$ cat src/rtl/median_scan_ctrl_pkg.sv
// Shared types for the 3x3 median-filter scan controller: FSM states,
// coordinate width and the counter control bundle.
package median_scan_ctrl_pkg;

  localparam int COORD_W = 10;

  typedef logic [COORD_W-1:0] coord_t;

  typedef enum logic [1:0] {
    ST_IDLE = 2'd0,
    ST_RUN  = 2'd1,
    ST_DONE = 2'd2
  } scan_state_e;

  // Per-counter control; clr has priority over inc inside the counter.
  typedef struct packed {
    logic inc;
    logic clr;
  } cnt_ctl_t;

  function automatic logic [1:0] next_lb_sel(input logic [1:0] sel);
    return (sel == 2'd2) ? 2'd0 : sel + 2'd1;
  endfunction

endpackage

$ cat src/rtl/median_scan_ctrl_if.sv
// Handshake and status bundle between the pixel source/filter and the scan controller.
interface median_scan_ctrl_if;
  import median_scan_ctrl_pkg::*;

  logic       start_i;
  logic       abort_i;
  logic       pix_valid_i;
  logic       pix_ready_o;
  logic       out_ready_i;
  coord_t     col_o;
  coord_t     row_o;
  logic       lb_wr_en_o;
  logic [1:0] lb_sel_o;
  logic       window_valid_o;
  logic       busy_o;
  logic       done_o;

  modport master (
    output start_i, abort_i, pix_valid_i, out_ready_i,
    input  pix_ready_o, col_o, row_o, lb_wr_en_o, lb_sel_o,
           window_valid_o, busy_o, done_o
  );

  modport slave (
    input  start_i, abort_i, pix_valid_i, out_ready_i,
    output pix_ready_o, col_o, row_o, lb_wr_en_o, lb_sel_o,
           window_valid_o, busy_o, done_o
  );

endinterface

$ cat src/rtl/median_scan_ctrl_counter.sv
// 10-bit up counter with synchronous clear (dominant) and increment.
module counter_10_bit
  import median_scan_ctrl_pkg::*;
(
  input  logic   gclk,
  input  logic   grst_n,
  input  logic   increment_i,
  input  logic   clear_i,
  output coord_t count_o
);

  always_ff @(posedge gclk or negedge grst_n) begin
    if (!grst_n)          count_o <= '0;
    else if (clear_i)     count_o <= '0;
    else if (increment_i) count_o <= count_o + coord_t'(1);
  end

endmodule

$ cat src/rtl/median_scan_ctrl.sv
// Raster-scan controller for a 3x3 window filter: tracks pixel coordinates,
// rotates three line buffers and flags pixels that complete a full window.
module median_scan_ctrl
  import median_scan_ctrl_pkg::*;
#(
  parameter int IMG_W = 256,
  parameter int IMG_H = 256
) (
  input  logic CLK,
  input  logic RST,
  median_scan_ctrl_if.slave bus
);

  localparam coord_t COL_LAST = coord_t'(IMG_W - 1);
  localparam coord_t ROW_LAST = coord_t'(IMG_H - 1);
  localparam coord_t WIN_MIN  = coord_t'(2);

  scan_state_e state, state_nxt;
  coord_t      col, row;
  logic [1:0]  lb_sel;

  logic     run, accept, line_end, frame_end, abort_run;
  cnt_ctl_t col_ctl, row_ctl;

  // ---------------- handshake ----------------
  assign run       = (state == ST_RUN);
  assign accept    = run && bus.pix_valid_i && bus.out_ready_i;
  assign line_end  = accept && (col == COL_LAST);
  assign frame_end = line_end && (row == ROW_LAST);
  assign abort_run = run && bus.abort_i;

  // ---------------- coordinate counters ----------------
  always_comb begin
    col_ctl.inc = accept;
    col_ctl.clr = line_end || abort_run;
    row_ctl.inc = line_end;
    row_ctl.clr = frame_end || abort_run;
  end

  counter_10_bit u_col_cnt (
    .gclk        (CLK),
    .grst_n      (RST),
    .increment_i (col_ctl.inc),
    .clear_i     (col_ctl.clr),
    .count_o     (col)
  );

  counter_10_bit u_row_cnt (
    .gclk        (CLK),
    .grst_n      (RST),
    .increment_i (row_ctl.inc),
    .clear_i     (row_ctl.clr),
    .count_o     (row)
  );

  // Line-buffer rotation follows row mod 3; the frame end returns it to 0
  // so the next frame always starts writing buffer 0.
  always_ff @(posedge CLK or negedge RST) begin
    if (!RST)                        lb_sel <= 2'd0;
    else if (abort_run || frame_end) lb_sel <= 2'd0;
    else if (line_end)               lb_sel <= next_lb_sel(lb_sel);
  end

  // ---------------- FSM ----------------
  always_ff @(posedge CLK or negedge RST) begin
    if (!RST) state <= ST_IDLE;
    else      state <= state_nxt;
  end

  // Abort is checked before the final-pixel accept so it wins the race.
  always_comb begin
    state_nxt = state;
    case (state)
      ST_IDLE: if (bus.start_i) state_nxt = ST_RUN;
      ST_RUN: begin
        if (bus.abort_i)    state_nxt = ST_IDLE;
        else if (frame_end) state_nxt = ST_DONE;
      end
      ST_DONE: state_nxt = ST_IDLE;
      default: state_nxt = ST_IDLE;
    endcase
  end

  // ---------------- outputs ----------------
  assign bus.pix_ready_o    = run && bus.out_ready_i;
  assign bus.lb_wr_en_o     = accept;
  assign bus.col_o          = col;
  assign bus.row_o          = row;
  assign bus.lb_sel_o       = lb_sel;
  assign bus.window_valid_o = accept && (row >= WIN_MIN) && (col >= WIN_MIN);
  assign bus.busy_o         = run;
  assign bus.done_o         = (state == ST_DONE);

endmodule

$ cat src/flat_wrapper.sv
// flat-port wrapper written by rule: the top's interface ports become plain ports
module median_scan_ctrl_flat import median_scan_ctrl_pkg::*;
#(
  parameter int IMG_W = 256,
  parameter int IMG_H = 256
)
  (CLK, RST, bus_start_i, bus_abort_i, bus_pix_valid_i, bus_out_ready_i, bus_pix_ready_o, bus_col_o, bus_row_o, bus_lb_wr_en_o, bus_lb_sel_o, bus_window_valid_o, bus_busy_o, bus_done_o);
  median_scan_ctrl_if bus_i ();
  input  logic CLK;
  input  logic RST;
  input wire logic [$bits(bus_i.start_i)-1:0] bus_start_i;
  input wire logic [$bits(bus_i.abort_i)-1:0] bus_abort_i;
  input wire logic [$bits(bus_i.pix_valid_i)-1:0] bus_pix_valid_i;
  input wire logic [$bits(bus_i.out_ready_i)-1:0] bus_out_ready_i;
  output wire logic [$bits(bus_i.pix_ready_o)-1:0] bus_pix_ready_o;
  output wire logic [$bits(bus_i.col_o)-1:0] bus_col_o;
  output wire logic [$bits(bus_i.row_o)-1:0] bus_row_o;
  output wire logic [$bits(bus_i.lb_wr_en_o)-1:0] bus_lb_wr_en_o;
  output wire logic [$bits(bus_i.lb_sel_o)-1:0] bus_lb_sel_o;
  output wire logic [$bits(bus_i.window_valid_o)-1:0] bus_window_valid_o;
  output wire logic [$bits(bus_i.busy_o)-1:0] bus_busy_o;
  output wire logic [$bits(bus_i.done_o)-1:0] bus_done_o;
  assign bus_i.start_i = bus_start_i;
  assign bus_i.abort_i = bus_abort_i;
  assign bus_i.pix_valid_i = bus_pix_valid_i;
  assign bus_i.out_ready_i = bus_out_ready_i;
  assign bus_pix_ready_o = bus_i.pix_ready_o;
  assign bus_col_o = bus_i.col_o;
  assign bus_row_o = bus_i.row_o;
  assign bus_lb_wr_en_o = bus_i.lb_wr_en_o;
  assign bus_lb_sel_o = bus_i.lb_sel_o;
  assign bus_window_valid_o = bus_i.window_valid_o;
  assign bus_busy_o = bus_i.busy_o;
  assign bus_done_o = bus_i.done_o;
  median_scan_ctrl #(.IMG_W(IMG_W), .IMG_H(IMG_H)) u_core (.CLK(CLK), .RST(RST), .bus(bus_i));
endmodule
$ cat config.mk
export PLATFORM = sky130hd
export DESIGN_NAME = median_scan_ctrl_flat
export DESIGN_NICKNAME = d
export VERILOG_FILES = /design/src/rtl/median_scan_ctrl_pkg.sv /design/src/rtl/median_scan_ctrl_if.sv /design/src/rtl/median_scan_ctrl_counter.sv /design/src/rtl/median_scan_ctrl.sv /design/src/flat_wrapper.sv
export SDC_FILE = /design/constraint.sdc
export NUM_CORES = 1
export LEC_CHECK = 0
export CORE_MARGIN = 2
export CORE_UTILIZATION = 25
export CTS_BUF_LIST = sky130_fd_sc_hd__clkbuf_8 sky130_fd_sc_hd__clkbuf_16
export CTS_CLUSTER_DIAMETER = 200
export CTS_CLUSTER_SIZE = 10
export DETAILED_ROUTE_END_ITERATION = 6
export PLACE_DENSITY = 0.45
export RECOVER_POWER = 50
export SLEW_MARGIN = 15
export SYNTH_ARGS = -nofsm -noshare
export SYNTH_HDL_FRONTEND = slang
export SYNTH_SLANG_ARGS = --single-unit
$ cat constraint.sdc
create_clock -name CLK -period 4.5 [get_ports CLK]
set_input_delay 1.125 -clock CLK [delete_from_list [all_inputs] [get_ports CLK]]
set_output_delay 1.125 -clock CLK [all_outputs]
set_load 0.01 [all_outputs]
==> impl_results.md <==
- Status: finished clean
- Sw Ratio: 0.262
- Fin. max-slew vios: 0
- # diodes: 0
- Chip height: 77.9 um
- Post-Synth Simple-Gate Area: 0.299
- Reg area: 601 um2
- Psw: 0.109 mW
- Clock buffer count from CTS: 3
- Largest net degree at the start of global routing: 28
- Vias per cell: 4.92
- PortBufs: 32
- Min cycle time layout: between 4 and 5 ns
- First-pass GRT wire length: 6.01 mm
- Die X-Extent: 77.9 um
- Mean cell area of the mapped netlist: 9.29 um2
- Pwr dens: 232 mW/mm2
- Worst Path Required: 3.38 ns
- Clock Latency Late Sink: 0.26 ns
- Flops & latches, synth: 24
- Slew headroom: 0.0978
- Clock root buffer: clkbuf_8
- Setup TNS: 0 ns
- Routed WL per cell: 13.8 um
- Xor/xnor cell area share of the yosys netlist: 0.0513
- DR vias: roughly 1,200
- Final period utilization: 0.889
- Cell variety after synth: 36
- Max FO, Critical Path: 8
- Crit. End Element: output pin
- Vias in the first global route: 1,244
- Worst vdd ir: 0.0957 mV
- CTS tree: done
- Sink Count: 24
- Synthesis-to-layout area growth: 31.7%
- Setup CP Type: input port to output pin
- P_int: 0.308 mW
- Util after Layout: 0.348
- Multiplexer area fraction after synthesis: 0.0220
- Area of the multi-input gates: 726 um2
- Worst slew pin tran: approximately 1.4 ns
- Initial antenna violation count: 0
- Rows: 26
- Unrepaired setup endpoints after global routing: false
- Combinational share of power: 0.147
- # Post-CTS Setup Buffers: 0
- Fill cell count: 563
- Die area: between 0.006 and 0.007 mm2
- Syn Inst Count: between 100 and 150
- Hold slack: 0.475 ns
- Design area: 0.00180 mm2
- Clock network fraction of design power: 0.303
- Post-synthesis compound-gate area fraction: 0.123
- Mapped Nets: about 160
- # hold bufs at CTS: 0
- Final hold vios: 0
- Register area share after synthesis: 0.440
- Routability cong.: 0.734
- 1st-iter DRT viols: 63
- CTS max path bufs: 2
- DRT Wirelength: about 3.4 mm
- Post-cts sizing count: 0
- Asr flop ratio synth: 1.00
- CP startpoint kind: input port
- Setup violators final: 0
- Post-route DRC: 0
- Starting density of the core: 0.264
- Main combinational cell family by area after synthesis: simple AND/OR/NAND/NOR gates
- 1st-pass router iterations: 4
- Layout cell share with drive strength beyond 1: 0.0225
- Leak: 0.743 nW
- ANT nets after route: 0
- Adder-Cell Fraction of Synth Area: 0.0367
- Clock transition at path regs: around 0.080 ns
- CORE AREA: 0.00517 mm2
- DP Area: 0.00176 mm2
- Post-Place Worst Slack: 0.504 ns
- Final HPWL DP: ~2.4 mm
- Peak Freq: 250 MHz
- Layout Skew: 0.00230 ns
- Congestion Overflow GR: 0
- MaxCap Viol Count: 0
- GRT Util Overall: 0.122
- Sequential share of power: 0.550
- Min-delay worst type: flop to flop
- Yosys Warn Count: 0
- Top-Level Pins: 33
- Post-synth EDFFs: 0
- Post-synthesis cell area: around 0.0014 mm2
- Htree depth: 1
- Critical Path AT: about 2.9 ns
- Synth Flop Type: dfrtp_1
- Nets@finish: 190
- Setup WS post-layout: between 0.4 and 0.5 ns
## metrics by stage
step	instances	power (mW)
floorplan	147	0.264
global placement	245	0.296
detailed placement	245	0.298
CTS	248	0.427
global route	248	0.439
finish	248	0.417
## layout by cell type, fill, tap and decap left out, drive strengths merged, types with 2 or more instances in the layout
cell,n
dlygate4sd3,14
and2,3
nand3,7
and3,2
inv,4
a21oi,10
or3,3
nor2,11
nor3,3
or4,4
dfrtp,24
o21ai,7
clkbuf,4
xnor2,5
nor4,5
nand2b,6
o211ai,5
nor2b,3
nand4,6
xor2,3
ha,4
clkdlybuf4s50,18
nand2,11
mux2i,3
## registers in the layout, summed over array words and instances, names as in the netlist
register and cells:
u_core.state 2, u_core.u_col_cnt.count_o 10, u_core.bus.lb_sel_o 2, u_core.u_row_cnt.count_o 10
## cell families after synthesis
family | count (synthesis)
compound gates | 28
xor+xnor | 8
fa+ha+maj | 4
buf+inv | 10
flops | 24
mux | 3
simple gates | 70
## routing by layer
metal,up-vias,GRT usage,share of wire
met2,35,0.203,0.48
met1,582,0.160,0.46
met5,-,0,0
met4,0,0.0316,0.0041
li1,600,-,-
met3,2,0.0256,0.055
## power groups by stage
stage,sequential (mW),clock [mW],combinational (mW)
floorplan,0.234,0,0.0298
global placement,0.234,0,0.0626
detailed placement,0.234,0,0.0643
finish,0.229,0.126,0.0614
CTS,0.230,0.133,0.0645
global route,0.231,0.138,0.0698
## area by class of cell
type | instances | share of cell area
multi-input combinational | 113 | 0.404
clock buffer | 3 | 0.0230
inverter | 5 | 0.0104
timing repair buffer | 33 | 0.180
sequential | 24 | 0.334
tap | 70 | 0.0487
## Yosys cell counts (2+ instances only)
library cell,n,share of area
nand3_1,7,0.026
nor3_1,3,0.011
xor2_1,3,0.019
nand4_1,6,0.028
or4_1,4,0.022
nand2b_1,6,0.028
ha_1,4,0.037
mux2i_1,3,0.022
and2_1,3,0.014
clkbuf_1,4,0.011
a21oi_1,10,0.037
o21ai_0,7,0.026
nand2_1,11,0.030
nor2_1,11,0.030
and3_1,2,0.0092
inv_1,4,0.011
nor4_1,5,0.023
or3_1,3,0.014
o211ai_1,5,0.028
nor2b_1,3,0.014
xnor2_1,5,0.032
dfrtp_1,24,0.44
## worst paths after layout
kind | slack (ns) | startpoint | endpoint | cells after the start
setup / recovery | 0.50 | bus_out_ready_i | bus_window_valid_o | 6
hold / removal | 0.48 | u_core.state[1]$_DFFE_PN0P_ | u_core.state[0]$_DFFE_PN0P_ | 1
setup reg to reg | 1.98 | u_core.u_col_cnt.count_o[1]$_DFFE_PN0P_ | u_core.u_row_cnt.count_o[8]$_DFFE_PN0P_ | 5
hold reg to reg | 0.48 | u_core.state[1]$_DFFE_PN0P_ | u_core.state[0]$_DFFE_PN0P_ | 1
max in group asynchronous | 2.02 | RST | u_core.u_col_cnt.count_o[4]$_DFFE_PN0P_ | 2
min in group asynchronous | 1.69 | RST | u_core.u_col_cnt.count_o[0]$_DFFE_PN0P_ | 2
## critical path, cell delays in order
cell	delay, ns
clkdlybuf4s50_1	0.51
nand4b_4	0.16
clkinv_1	0.18
o41ai_1	0.12
a31oi_1	0.20
clkdlybuf4s50_1	0.57
Note: power is estimated with default switching activity, not from simulation.
